==> src/rtl/bcd_display_counter_if.sv <==
// Control and display bus for bcd_display_counter.
// master: drives enable/up_down/clear/load/load_value and observes the count and display.
// slave : the counter itself; drives count_bcd, wrap, segments, digit_sel, slow_clk.
interface bcd_display_counter_if #(
  parameter int unsigned NUM_DIGITS = 4
);
  logic                      enable;
  logic                      up_down;
  logic                      clear;
  logic                      load;
  logic [4*NUM_DIGITS-1:0]   load_value;
  logic [4*NUM_DIGITS-1:0]   count_bcd;
  logic                      wrap;
  logic [6:0]                segments;
  logic [NUM_DIGITS-1:0]     digit_sel;
  logic                      slow_clk;

  modport master (
    output enable, up_down, clear, load, load_value,
    input  count_bcd, wrap, segments, digit_sel, slow_clk
  );

  modport slave (
    input  enable, up_down, clear, load, load_value,
    output count_bcd, wrap, segments, digit_sel, slow_clk
  );
endinterface

==> src/rtl/bcd_display_counter.sv <==
// Multi-digit BCD up/down counter with prescaled tick and a multiplexed 7-segment scan driver.
// Ports: clk, reset_n (async active-low), bus (slave modport): enable, up_down, clear, load,
//        load_value in; count_bcd, wrap, segments, digit_sel, slow_clk out.
module bcd_display_counter #(
  parameter int unsigned NUM_DIGITS = 4,
  parameter int unsigned MAX_COUNT  = 1000,
  parameter int unsigned SCAN_DIV   = 16,
  parameter int unsigned SLOW_BIT   = 4,
  parameter bit          BLANK_LZ   = 1'b0
) (
  input  logic                  clk,
  input  logic                  reset_n,
  bcd_display_counter_if.slave  bus
);

  localparam int unsigned CW = 4 * NUM_DIGITS;
  localparam int unsigned PW = $clog2(MAX_COUNT + 1);
  localparam int unsigned SW = (SCAN_DIV > 1) ? $clog2(SCAN_DIV) : 1;
  localparam int unsigned IW = (NUM_DIGITS > 1) ? $clog2(NUM_DIGITS) : 1;

  logic [PW-1:0]         pre_q;
  logic [CW-1:0]         count_q;
  logic                  wrap_q;
  logic [SW-1:0]         div_q;
  logic [IW-1:0]         idx_q;

  logic                  tick_c;
  logic [CW-1:0]         count_step_c;
  logic                  wrap_step_c;
  logic [CW-1:0]         load_clean_c;
  logic [NUM_DIGITS-1:0] lead_zero_c;
  logic [3:0]            digit_c;
  logic [6:0]            seg_c;

  assign tick_c = bus.enable && (pre_q == PW'(MAX_COUNT));

  // Ripple carry/borrow through the digits; a carry out of the top digit is the wrap.
  always_comb begin
    logic       carry;
    logic [3:0] d;
    count_step_c = count_q;
    carry        = 1'b1;
    d            = 4'd0;
    for (int i = 0; i < int'(NUM_DIGITS); i++) begin
      d = count_q[4*i +: 4];
      if (carry) begin
        if (bus.up_down) begin
          if (d >= 4'd9) begin
            count_step_c[4*i +: 4] = 4'd0;
          end else begin
            count_step_c[4*i +: 4] = d + 4'd1;
            carry                  = 1'b0;
          end
        end else begin
          if (d == 4'd0) begin
            count_step_c[4*i +: 4] = 4'd9;
          end else begin
            count_step_c[4*i +: 4] = d - 4'd1;
            carry                  = 1'b0;
          end
        end
      end
    end
    wrap_step_c = carry;
  end

  // Clamp non-decimal load nibbles to 9.
  always_comb begin
    load_clean_c = bus.load_value;
    for (int i = 0; i < int'(NUM_DIGITS); i++) begin
      if (bus.load_value[4*i +: 4] > 4'd9) load_clean_c[4*i +: 4] = 4'd9;
    end
  end

  // Prescaler, count and wrap pulse.
  always_ff @(posedge clk or negedge reset_n) begin
    if (!reset_n) begin
      pre_q   <= '0;
      count_q <= '0;
      wrap_q  <= 1'b0;
    end else if (bus.clear) begin
      pre_q   <= '0;
      count_q <= '0;
      wrap_q  <= 1'b0;
    end else if (bus.load) begin
      pre_q   <= '0;
      count_q <= load_clean_c;
      wrap_q  <= 1'b0;
    end else begin
      wrap_q <= 1'b0;
      if (bus.enable) pre_q <= tick_c ? '0 : pre_q + PW'(1);
      if (tick_c) begin
        count_q <= count_step_c;
        wrap_q  <= wrap_step_c;
      end
    end
  end

  // Scan divider and digit index; free-running regardless of enable/clear/load.
  always_ff @(posedge clk or negedge reset_n) begin
    if (!reset_n) begin
      div_q <= '0;
      idx_q <= '0;
    end else if (div_q == SW'(SCAN_DIV - 1)) begin
      div_q <= '0;
      idx_q <= (idx_q == IW'(NUM_DIGITS - 1)) ? '0 : idx_q + IW'(1);
    end else begin
      div_q <= div_q + SW'(1);
    end
  end

  // lead_zero_c[i]: digit i and every digit above it are zero.
  always_comb begin
    logic all_zero;
    all_zero    = 1'b1;
    lead_zero_c = '0;
    for (int i = int'(NUM_DIGITS) - 1; i >= 0; i--) begin
      all_zero       = all_zero && (count_q[4*i +: 4] == 4'd0);
      lead_zero_c[i] = all_zero;
    end
  end

  assign digit_c = count_q[{idx_q, 2'b00} +: 4];

  // Segment decode of the selected digit, with optional leading-zero blanking.
  always_comb begin
    seg_c = 7'h00;
    case (digit_c)
      4'd0: seg_c = 7'h3F;
      4'd1: seg_c = 7'h06;
      4'd2: seg_c = 7'h5B;
      4'd3: seg_c = 7'h4F;
      4'd4: seg_c = 7'h66;
      4'd5: seg_c = 7'h6D;
      4'd6: seg_c = 7'h7D;
      4'd7: seg_c = 7'h07;
      4'd8: seg_c = 7'h7F;
      4'd9: seg_c = 7'h6F;
      default: seg_c = 7'h00;
    endcase
    if (BLANK_LZ && (idx_q != '0) && lead_zero_c[idx_q]) seg_c = 7'h00;
  end

  assign bus.count_bcd = count_q;
  assign bus.wrap      = wrap_q;
  assign bus.segments  = seg_c;
  assign bus.digit_sel = NUM_DIGITS'(1) << idx_q;
  assign bus.slow_clk  = pre_q[SLOW_BIT];

endmodule

==> src/flat_wrapper.sv <==
// flat-port wrapper written by rule: the top's interface ports become plain ports
module bcd_display_counter_flat 
#(
  parameter int unsigned NUM_DIGITS = 4,
  parameter int unsigned MAX_COUNT  = 1000,
  parameter int unsigned SCAN_DIV   = 16,
  parameter int unsigned SLOW_BIT   = 4,
  parameter bit          BLANK_LZ   = 1'b0
)
  (clk, reset_n, bus_enable, bus_up_down, bus_clear, bus_load, bus_load_value, bus_count_bcd, bus_wrap, bus_segments, bus_digit_sel, bus_slow_clk);
  bcd_display_counter_if #(.NUM_DIGITS(NUM_DIGITS)) bus_i ();
  input  logic clk;
  input  logic reset_n;
  input wire logic [$bits(bus_i.enable)-1:0] bus_enable;
  input wire logic [$bits(bus_i.up_down)-1:0] bus_up_down;
  input wire logic [$bits(bus_i.clear)-1:0] bus_clear;
  input wire logic [$bits(bus_i.load)-1:0] bus_load;
  input wire logic [$bits(bus_i.load_value)-1:0] bus_load_value;
  output wire logic [$bits(bus_i.count_bcd)-1:0] bus_count_bcd;
  output wire logic [$bits(bus_i.wrap)-1:0] bus_wrap;
  output wire logic [$bits(bus_i.segments)-1:0] bus_segments;
  output wire logic [$bits(bus_i.digit_sel)-1:0] bus_digit_sel;
  output wire logic [$bits(bus_i.slow_clk)-1:0] bus_slow_clk;
  assign bus_i.enable = bus_enable;
  assign bus_i.up_down = bus_up_down;
  assign bus_i.clear = bus_clear;
  assign bus_i.load = bus_load;
  assign bus_i.load_value = bus_load_value;
  assign bus_count_bcd = bus_i.count_bcd;
  assign bus_wrap = bus_i.wrap;
  assign bus_segments = bus_i.segments;
  assign bus_digit_sel = bus_i.digit_sel;
  assign bus_slow_clk = bus_i.slow_clk;
  bcd_display_counter #(.NUM_DIGITS(NUM_DIGITS), .MAX_COUNT(MAX_COUNT), .SCAN_DIV(SCAN_DIV), .SLOW_BIT(SLOW_BIT), .BLANK_LZ(BLANK_LZ)) u_core (.clk(clk), .reset_n(reset_n), .bus(bus_i));
endmodule
==> config.mk <==
export PLATFORM = sky130hd
export DESIGN_NAME = bcd_display_counter_flat
export DESIGN_NICKNAME = d
export VERILOG_FILES = /design/src/rtl/bcd_display_counter_if.sv /design/src/rtl/bcd_display_counter.sv /design/src/flat_wrapper.sv
export SDC_FILE = /design/constraint.sdc
export NUM_CORES = 1
export LEC_CHECK = 0
export ABC_AREA = 0
export CORE_AREA = 2 2 81 83
export CTS_CLUSTER_DIAMETER = 100
export DETAILED_ROUTE_END_ITERATION = 6
export DIE_AREA = 0 0 83 85
export PLACE_DENSITY = 0.71
export RECOVER_POWER = 100
export SLEW_MARGIN = 30
export SYNTH_ARGS = -nofsm -noshare
export SYNTH_HDL_FRONTEND = slang
export SYNTH_SLANG_ARGS = --single-unit
==> constraint.sdc <==
create_clock -name clk -period 2.6 [get_ports clk]
set_input_delay 0.26 -clock clk [delete_from_list [all_inputs] [get_ports clk]]
set_output_delay 0.26 -clock clk [all_outputs]
set_load 0.03 [all_outputs]
==> results.py, run 1 <==
metrics = {
    "floorplanning": {
        "dieWidth_um": 83,
        "io_pins": 51,
        "die_h_um": 85,
        "floorplan.initialDensity": 0.458,
        "placement_rows": 29,
        "die_outline_area_sq_mm": 0.00706,
        "fp.coreArea_sq_mm": 0.00620,
    },
    "critical_path": {
        "worst-endpoint-arrival_ps": 2220,
        "r2r.worst_path.cells": 8,
        "timing.critical_path.to_type": "output port",
        "critPathKind": "reg -> out",
        "timing.rr.end": "u_core.bus.count_bcd[5]",
        "worst_setup_path_start_kind": "flop",
        "crit_path_cell_trace": "mux4_2 > inv_1 > nor2_1 > o21bai_1 > o21ai_0 > dlygate4sd1_1",
        "critical_path.slowest_cell": "sky130_fd_sc_hd__mux4_2",
        "critical_path_peak_fanout": 6,
        "delay_of_the_slowest_cell_on_the_worst_path_ps": 610,
        "timing.rr.start": "u_core.bus.count_bcd[1]",
        "worst_path_dominant_cell_family": "multiplexers",
        "critical_path_depth": 6,
        "cp_data_required_time_ps": 2340,
        "start_point_of_the_critical_path": "u_core.idx_q[0]",
        "critical_path.endpoint": "bus_segments[0]",
        "crit_path_buf_inv_count": 2,
        "setup.reg_to_reg.worst_slack_ps": 130,
    },
    "routing": {
        "routed_wl_um": 7130,
        "route.vias.total": 2653,
        "antenna_violating_nets_post_route": 0,
        "route.detailed.wl_per_inst_um": 15.1,
        "post_drt_via_cell_ratio": 5.63,
        "remaining_drc_errors": 0,
        "firstDrtPassIters": 4,
        "drt_iter0_drc": 222,
    },
    "timing": {
        "maxClockFrequency_mhz": 403,
        "report.final.hold_viol_count": 0,
        "max_slew_headroom": -0.208,
        "final_critical_path_setup_slack_ps": 116,
        "finalCritPeriodShare": 0.955,
        "grt_setup_unrepaired": "false",
        "skew_ps": 6.34,
        "min_period_ps": 2480,
        "final.setup.tns_ps": 0,
        "slew_viol_final": 34,
        "setup_viol_count_final": 0,
        "worst_slew_pin_tran_ps": 1810,
    },
    "synthesis": {
        "syn_avg_cell_area_sq_um": 8.69,
        "synthSimpleGateAreaFrac": 0.199,
        "area_fraction_in_compound_gates_after_synthesis": 0.254,
        "post-synth-top-area-cell": "sky130_fd_sc_hd__dfrtp_1",
        "synth_commonest_cells": "sky130_fd_sc_hd__dfrtp_1, sky130_fd_sc_hd__nor2_1, sky130_fd_sc_hd__o21ai_0",
        "synthDominantCellAreaShare": 0.290,
        "synthesis.area_sq_mm": 0.00284,
        "ys_seq_elements": 33,
        "syn_inst": 327,
        "ys_warn_count": 0,
        "yosys.cell_count.top_type": "sky130_fd_sc_hd__dfrtp_1",
        "mappedNetlistNets": 375,
        "synth_xor_area_frac": 0.0370,
        "post_synth_fa_ha_maj_area_fraction": 0.114,
        "synth.area.top_cells": "sky130_fd_sc_hd__dfrtp_1, sky130_fd_sc_hd__ha_1, sky130_fd_sc_hd__o21ai_0",
        "seq_area_frac_synth": 0.290,
        "async_flop_share": 1.00,
        "count_of_flip_flops_with_a_built_in_enable_after_synthesis": 0,
        "library_cells_used_by_synthesis": 64,
        "combinational_family_with_the_most_area_after_synthesis": "compound AO/OA/AOI/OAI gates",
        "synth-main-ff-cell": "sky130_fd_sc_hd__dfrtp_1",
        "synth.mux.area_fraction": 0.0467,
    },
    "pwr": {
        "clockPowerShare": 0.244,
        "combinationalPowerShare": 0.376,
        "cell_internal_pwr_uw": 937,
        "switching_share": 0.358,
        "lkg_pwr_uw": 0.00159,
        "power.switching_uw": 522,
        "p_seq_frac": 0.380,
        "irDropWorstVdd_mv": 0.223,
        "pwr_density_cell_mw_per_mm2": 405,
        "tot_pwr_uw": 1460,
    },
    "worst_hold_path": {
        "min_from": "u_core.div_q[0]",
        "worst_hold_path_type": "reg -> reg",
    },
    "final_layout": {
        "postLayoutCoreUtil": 0.580,
        "fillers": 586,
        "area.growth.synth_to_final_pct": 26.7,
        "regArea_sq_um": 826,
        "drive_above_1_share": 0.104,
        "n_antenna_cell": 0,
        "multi_input_comb_area_sq_mm": 0.00184,
        "final-instance-count-excl-fill": 471,
        "finalNetCount": 443,
    },
    "outcome": {
        "run_status": "finished, violations left",
        "failing_checks": "capacitance limit, slew limit",
    },
    "global_route": {
        "global_route_wire_length_before_repair_um": 12000,
        "antenna_found_initial": 0,
        "groute.usage.overall": 0.208,
        "grt_overflow_total": 0,
        "grt_start_max_net_pins": 34,
        "first_global_vias": 2494,
    },
    "placement": {
        "placedCellCount": 465,
        "buffer_ports.inserted": 50,
        "detailedPlace.worstSlack_ps": 104,
        "dp.final_hpwl_um": 5490,
        "gp_congestion": 0.907,
    },
    "clocking": {
        "clk_path_buf_depth": 2,
        "h-tree-depth": 2,
        "hold_buffers": 0,
        "clock_latency_ps": 280,
        "clock-sinks": 33,
        "post_cts_clock_slew_at_the_launch_and_capture_registers_of_the_worst_setup_and_hold_paths_ps": 70,
        "clock_tree.root_cell": "sky130_fd_sc_hd__clkbuf_8",
        "tritoncts_clock_tree": "built",
        "tritoncts.num_buffers": 5,
    },
    "run": {
        "count_of_maximum_capacitance_violations": 1,
    },
}
metrics by stage:
stage	hold slack [ps]	instance area, sq um
after floorplan	-35.6	2840
after global placement	478	3570
after detailed placement	482	3570
after CTS	399	3640
after global routing	513	3600
final	489	3600
layout by cell type, fill, tap and decap left out, types with 3 or more instances in the layout:
cell type,Yosys,layout
sky130_fd_sc_hd__xor2_1,9,9
sky130_fd_sc_hd__clkdlybuf4s50_1,0,20
sky130_fd_sc_hd__nand3_1,5,5
sky130_fd_sc_hd__buf_4,0,20
sky130_fd_sc_hd__clkbuf_8,0,5
sky130_fd_sc_hd__nand4_1,7,7
sky130_fd_sc_hd__nor3_1,2,3
sky130_fd_sc_hd__o21bai_1,3,3
sky130_fd_sc_hd__a21o_1,5,5
sky130_fd_sc_hd__or3_1,5,5
sky130_fd_sc_hd__a221oi_1,4,4
sky130_fd_sc_hd__and2_1,3,3
sky130_fd_sc_hd__nand2_1,14,15
sky130_fd_sc_hd__xnor2_1,3,3
sky130_fd_sc_hd__a21oi_1,24,24
sky130_fd_sc_hd__a31oi_1,10,10
sky130_fd_sc_hd__nand3b_1,6,6
sky130_fd_sc_hd__o21ai_0,27,27
sky130_fd_sc_hd__mux4_2,4,4
sky130_fd_sc_hd__nand2b_1,6,6
sky130_fd_sc_hd__dfrtp_1,33,33
sky130_fd_sc_hd__clkbuf_1,9,5
sky130_fd_sc_hd__dlygate4sd3_1,0,23
sky130_fd_sc_hd__or3b_1,4,5
sky130_fd_sc_hd__and3_1,4,4
sky130_fd_sc_hd__o22ai_1,3,3
sky130_fd_sc_hd__nor2b_1,6,6
sky130_fd_sc_hd__inv_1,26,27
sky130_fd_sc_hd__clkbuf_2,0,3
sky130_fd_sc_hd__ha_1,26,26
sky130_fd_sc_hd__nor2_1,27,27
worst min-delay path by stage:
stage / to / slack (ps) / depth (start not counted)
final: u_core.div_q[0] / 490 / 1
after global routing: u_core.div_q[0] / 510 / 1
after CTS: u_core.bus.wrap / 400 / 2
after detailed placement: u_core.div_q[0] / 480 / 1
after global placement: u_core.div_q[0] / 480 / 1
after floorplan: u_core.bus.count_bcd[0] / -40 / 0
sequential cells by signal, summed over array words and instances, names as in the netlist:
signal	flops
u_core.bus.count_bcd	16
u_core.pre_q	10
u_core.div_q	4
u_core.idx_q	2
u_core.bus.wrap	1
power groups by stage:
stage	Sequential [uW]	Combinational [uW]	Clock, uW
after floorplan	617	301	0
after global placement	565	568	0
after detailed placement	565	576	0
after CTS	555	566	369
after global routing	558	606	395
final	555	549	356
timing repair:
action                                  4_1_cts  5_1_grt
endpoints found under the setup margin        6        4
gates resized for setup                       6        7
buffers inserted                              0        0
worst reg2reg max path, cell delays in order, from the launching register on:
cell,delay [ps]
sky130_fd_sc_hd__dfrtp_1,390
sky130_fd_sc_hd__buf_4,170
sky130_fd_sc_hd__inv_1,80
sky130_fd_sc_hd__ha_1,220
sky130_fd_sc_hd__or3b_1,430
sky130_fd_sc_hd__a21o_4,290
sky130_fd_sc_hd__nand2_1,230
sky130_fd_sc_hd__mux2_2,370
sky130_fd_sc_hd__o21a_1,180
layout make-up:
type	count	share of cell area
Clock buffer	5	0.0191
Clock inverter	1	0.00139
Inverter	27	0.0281
Multi-Input combinational cell	252	0.512
Sequential cell	33	0.229
Tap cell	77	0.0268
Timing Repair Buffer	76	0.183
cells by family after synthesis:
family          Yosys count
xor+xnor                 12
fa+ha+maj                26
compound gates          105
simple gates            101
mux                       8
flops                    33
buf+inv                  42
layer usage:
metal  vias to the layer above  wire, um  GRT usage
met5                         -         0          0
met4                         0        57     0.0402
met3                         5       285     0.0311
met2                        54      3590      0.367
met1                      1265      3200      0.275
li1                       1329         -          -
(Power assumes the default switching activity.)
==> inputs of run 2 (changes only) <==
Settings changed: CORE_AREA 2 2 81 83 to 2 2 74 76, DIE_AREA 0 0 83 85 to 0 0 76 78, PLACE_DENSITY 0.71 to 0.84, SLEW_MARGIN 30 to 0.
Clock period 2.6 ns to 3 ns, I/O delays scaled along.
==> results.py, run 2 (same netlist as run 1, synthesis figures left out) <==
metrics = {
    "final_layout": {
        "finalNetCount": 427,
        "layout_commonest_cell": "sky130_fd_sc_hd__dfrtp_1",
        "area.growth.synth_to_final_pct": 22.4,
        "layout_common_cells": "sky130_fd_sc_hd__dfrtp_1, sky130_fd_sc_hd__nor2_1, sky130_fd_sc_hd__o21ai_0",
        "drive_above_1_share": 0.0737,
        "stdcell_area_sq_mm": 0.00348,
        "n_antenna_cell": 0,
        "largest_register_ffs": 16,
    },
    "worst_hold_path": {
        "worst_hold_path_type": "reg -> reg",
        "worst_hold_depth": 1,
        "hold-path-endpoint": "u_core.div_q[0]",
        "min_from": "u_core.div_q[0]",
    },
    "critical_path": {
        "critPathKind": "reg -> out",
        "setup.reg_to_reg.worst_slack_ps": 400,
        "cp_data_required_time_ps": 2700,
        "critical_path_depth": 6,
        "critical_path.slowest_cell": "sky130_fd_sc_hd__clkdlybuf4s50_1",
        "worst_setup_path_start_kind": "flop",
        "timing.critical_path.to_type": "output port",
        "delay_of_the_slowest_cell_on_the_worst_path_ps": 690,
        "worst-endpoint-arrival_ps": 2590,
        "crit_path_cell_trace": "mux4_2 > inv_1 > ha_1 > a21oi_1 > o22ai_1 > clkdlybuf4s50_1",
        "timing.rr.start": "u_core.bus.count_bcd[0]",
        "worst_path_dominant_cell_family": "buffers and inverters",
        "r2r.worst_path.cells": 7,
        "crit_path_buf_inv_count": 2,
        "critical_path_peak_fanout": 9,
        "timing.rr.end": "u_core.bus.count_bcd[11]",
    },
    "floorplanning": {
        "placement_rows": 26,
        "die_h_um": 78,
        "floorplan.initialDensity": 0.564,
        "io_pins": 51,
        "dieWidth_um": 76,
        "fp.coreArea_sq_mm": 0.00504,
        "die_outline_area_sq_mm": 0.00593,
    },
    "timing": {
        "finalCritPeriodShare": 0.964,
        "post_route_hold_slack_ps": 490,
        "slew_viol_final": 34,
        "min_period_ps": 2890,
        "grt_setup_unrepaired": "false",
        "max_slew_headroom": -0.253,
        "worst_slew_pin_tran_ps": 1880,
        "final_critical_path_setup_slack_ps": 107,
        "skew_ps": 8.46,
        "final.setup.tns_ps": 0,
        "report.final.hold_viol_count": 0,
        "setup_viol_count_final": 0,
        "maxClockFrequency_mhz": 346,
    },
    "placement": {
        "gp_congestion": 0.905,
        "buffer_ports.inserted": 50,
        "post_dp_cell_area_sq_mm": 0.00344,
        "dp.final_hpwl_um": 5290,
        "detailedPlace.worstSlack_ps": 269,
    },
    "routing": {
        "routed_wl_um": 7080,
        "antenna_violating_nets_post_route": 0,
        "route.detailed.wl_per_inst_um": 15.7,
        "post_drt_via_cell_ratio": 5.91,
        "firstDrtPassIters": 4,
        "route.vias.total": 2658,
        "remaining_drc_errors": 0,
        "drt_iter0_drc": 150,
    },
    "clocking": {
        "clk_path_buf_depth": 2,
        "clock_latency_ps": 300,
        "hold_buffers": 0,
        "post_cts.repair.setup_buffers": 0,
        "tritoncts_clock_tree": "built",
        "h-tree-depth": 2,
        "clock-sinks": 33,
        "tritoncts.num_buffers": 5,
        "clock_tree.root_cell": "sky130_fd_sc_hd__clkbuf_8",
        "post_cts_clock_slew_at_the_launch_and_capture_registers_of_the_worst_setup_and_hold_paths_ps": 80,
    },
    "global_route": {
        "grt_overflow_total": 0,
        "groute.usage.overall": 0.258,
        "antenna_found_initial": 0,
        "grt_start_max_net_pins": 34,
        "first_global_vias": 2641,
        "global_route_wire_length_before_repair_um": 12400,
    },
    "pwr": {
        "irDropWorstVdd_mv": 0.322,
        "pwr_density_cell_mw_per_mm2": 368,
        "lkg_pwr_uw": 0.00152,
    },
    "run": {
        "count_of_maximum_capacitance_violations": 1,
    },
    "outcome": {
        "run_status": "finished, violations left",
        "failing_checks": "capacitance limit, slew limit",
    },
}
## run 2: changes by cell type in the layout (fill, tap and decap cells not counted), sizes merged
cell	change
buf	-12
clkbuf	-5
clkdlybuf4s15	-2
clkdlybuf4s50	+1
clkinv	+1
clkinvlp	+1
dlygate4sd1	-1
dlygate4sd2	-1
dlygate4sd3	+3
dlymetal6s2s	+1
## run 2: metal layers
metal | track usage | vias up | wire (um)
met5 | 0 | - | 0
met4 | 0.0873 | 0 | 93
met3 | 0.0523 | 10 | 329
met2 | 0.461 | 71 | 3630
met1 | 0.310 | 1276 | 3030
li1 | - | 1301 | -
## run 2: metrics by stage
step / total power, uW / instances / utilization
after global placement: 956 / 442 / 0.683
final: 1280 / 450 / 0.690
after floorplan: 796 / 327 / -
after detailed placement: 967 / 442 / 0.683
after global routing: 1360 / 450 / 0.690
after CTS: 1310 / 450 / 0.700
## run 2: how the worst max path moves through the flow
stage                    start               to  slack, ps
2_1_floorplan  u_core.idx_q[1]  bus_segments[1]        450
3_3_place_gp   u_core.idx_q[0]  bus_segments[1]        370
3_5_place_dp   u_core.idx_q[0]  bus_segments[1]        270
4_1_cts        u_core.idx_q[1]  bus_segments[0]         20
5_1_grt        u_core.idx_q[1]  bus_segments[5]          1
6_report       u_core.idx_q[0]  bus_segments[5]        110
## run 2: power breakdown
| group | switching (uW) | total [uW] | internal, uW |
|---|---|---|---|
| combinational | 254 | 438 | 185 |
| clock | 182 | 342 | 160 |
| sequential | 39.4 | 502 | 463 |
## run 2: repair_timing
| item | 4_1_cts | 5_1_grt |
|---|---|---|
| endpoints found under the setup margin | 1 | 4 |
| resized for setup | 2 | 3 |
| pin swaps | 0 | 0 |
| endpoints found under the hold margin | 0 | 0 |
## run 2: layout make-up
| type | instances | area, sq um |
|---|---|---|
| clock buffers | 5 | 68.8 |
| clock inverters | 3 | 17.5 |
| fillers | 414 | 1560 |
| inverters | 27 | 101 |
| multi-input cells | 252 | 1810 |
| flip-flops and latches | 33 | 828 |
| well taps | 70 | 87.6 |
| repair buffers | 60 | 563 |
## run 2: worst reg2reg max path: cells and delay by family, from the launching register on
family / cells / cell delay (ps)
AOI/OAI and AO/OA: 4 / 1230
DFF: 1 / 490
and+or+nand+nor: 1 / 410
adders and majority gates: 1 / 240
buffers and inverters: 1 / 120
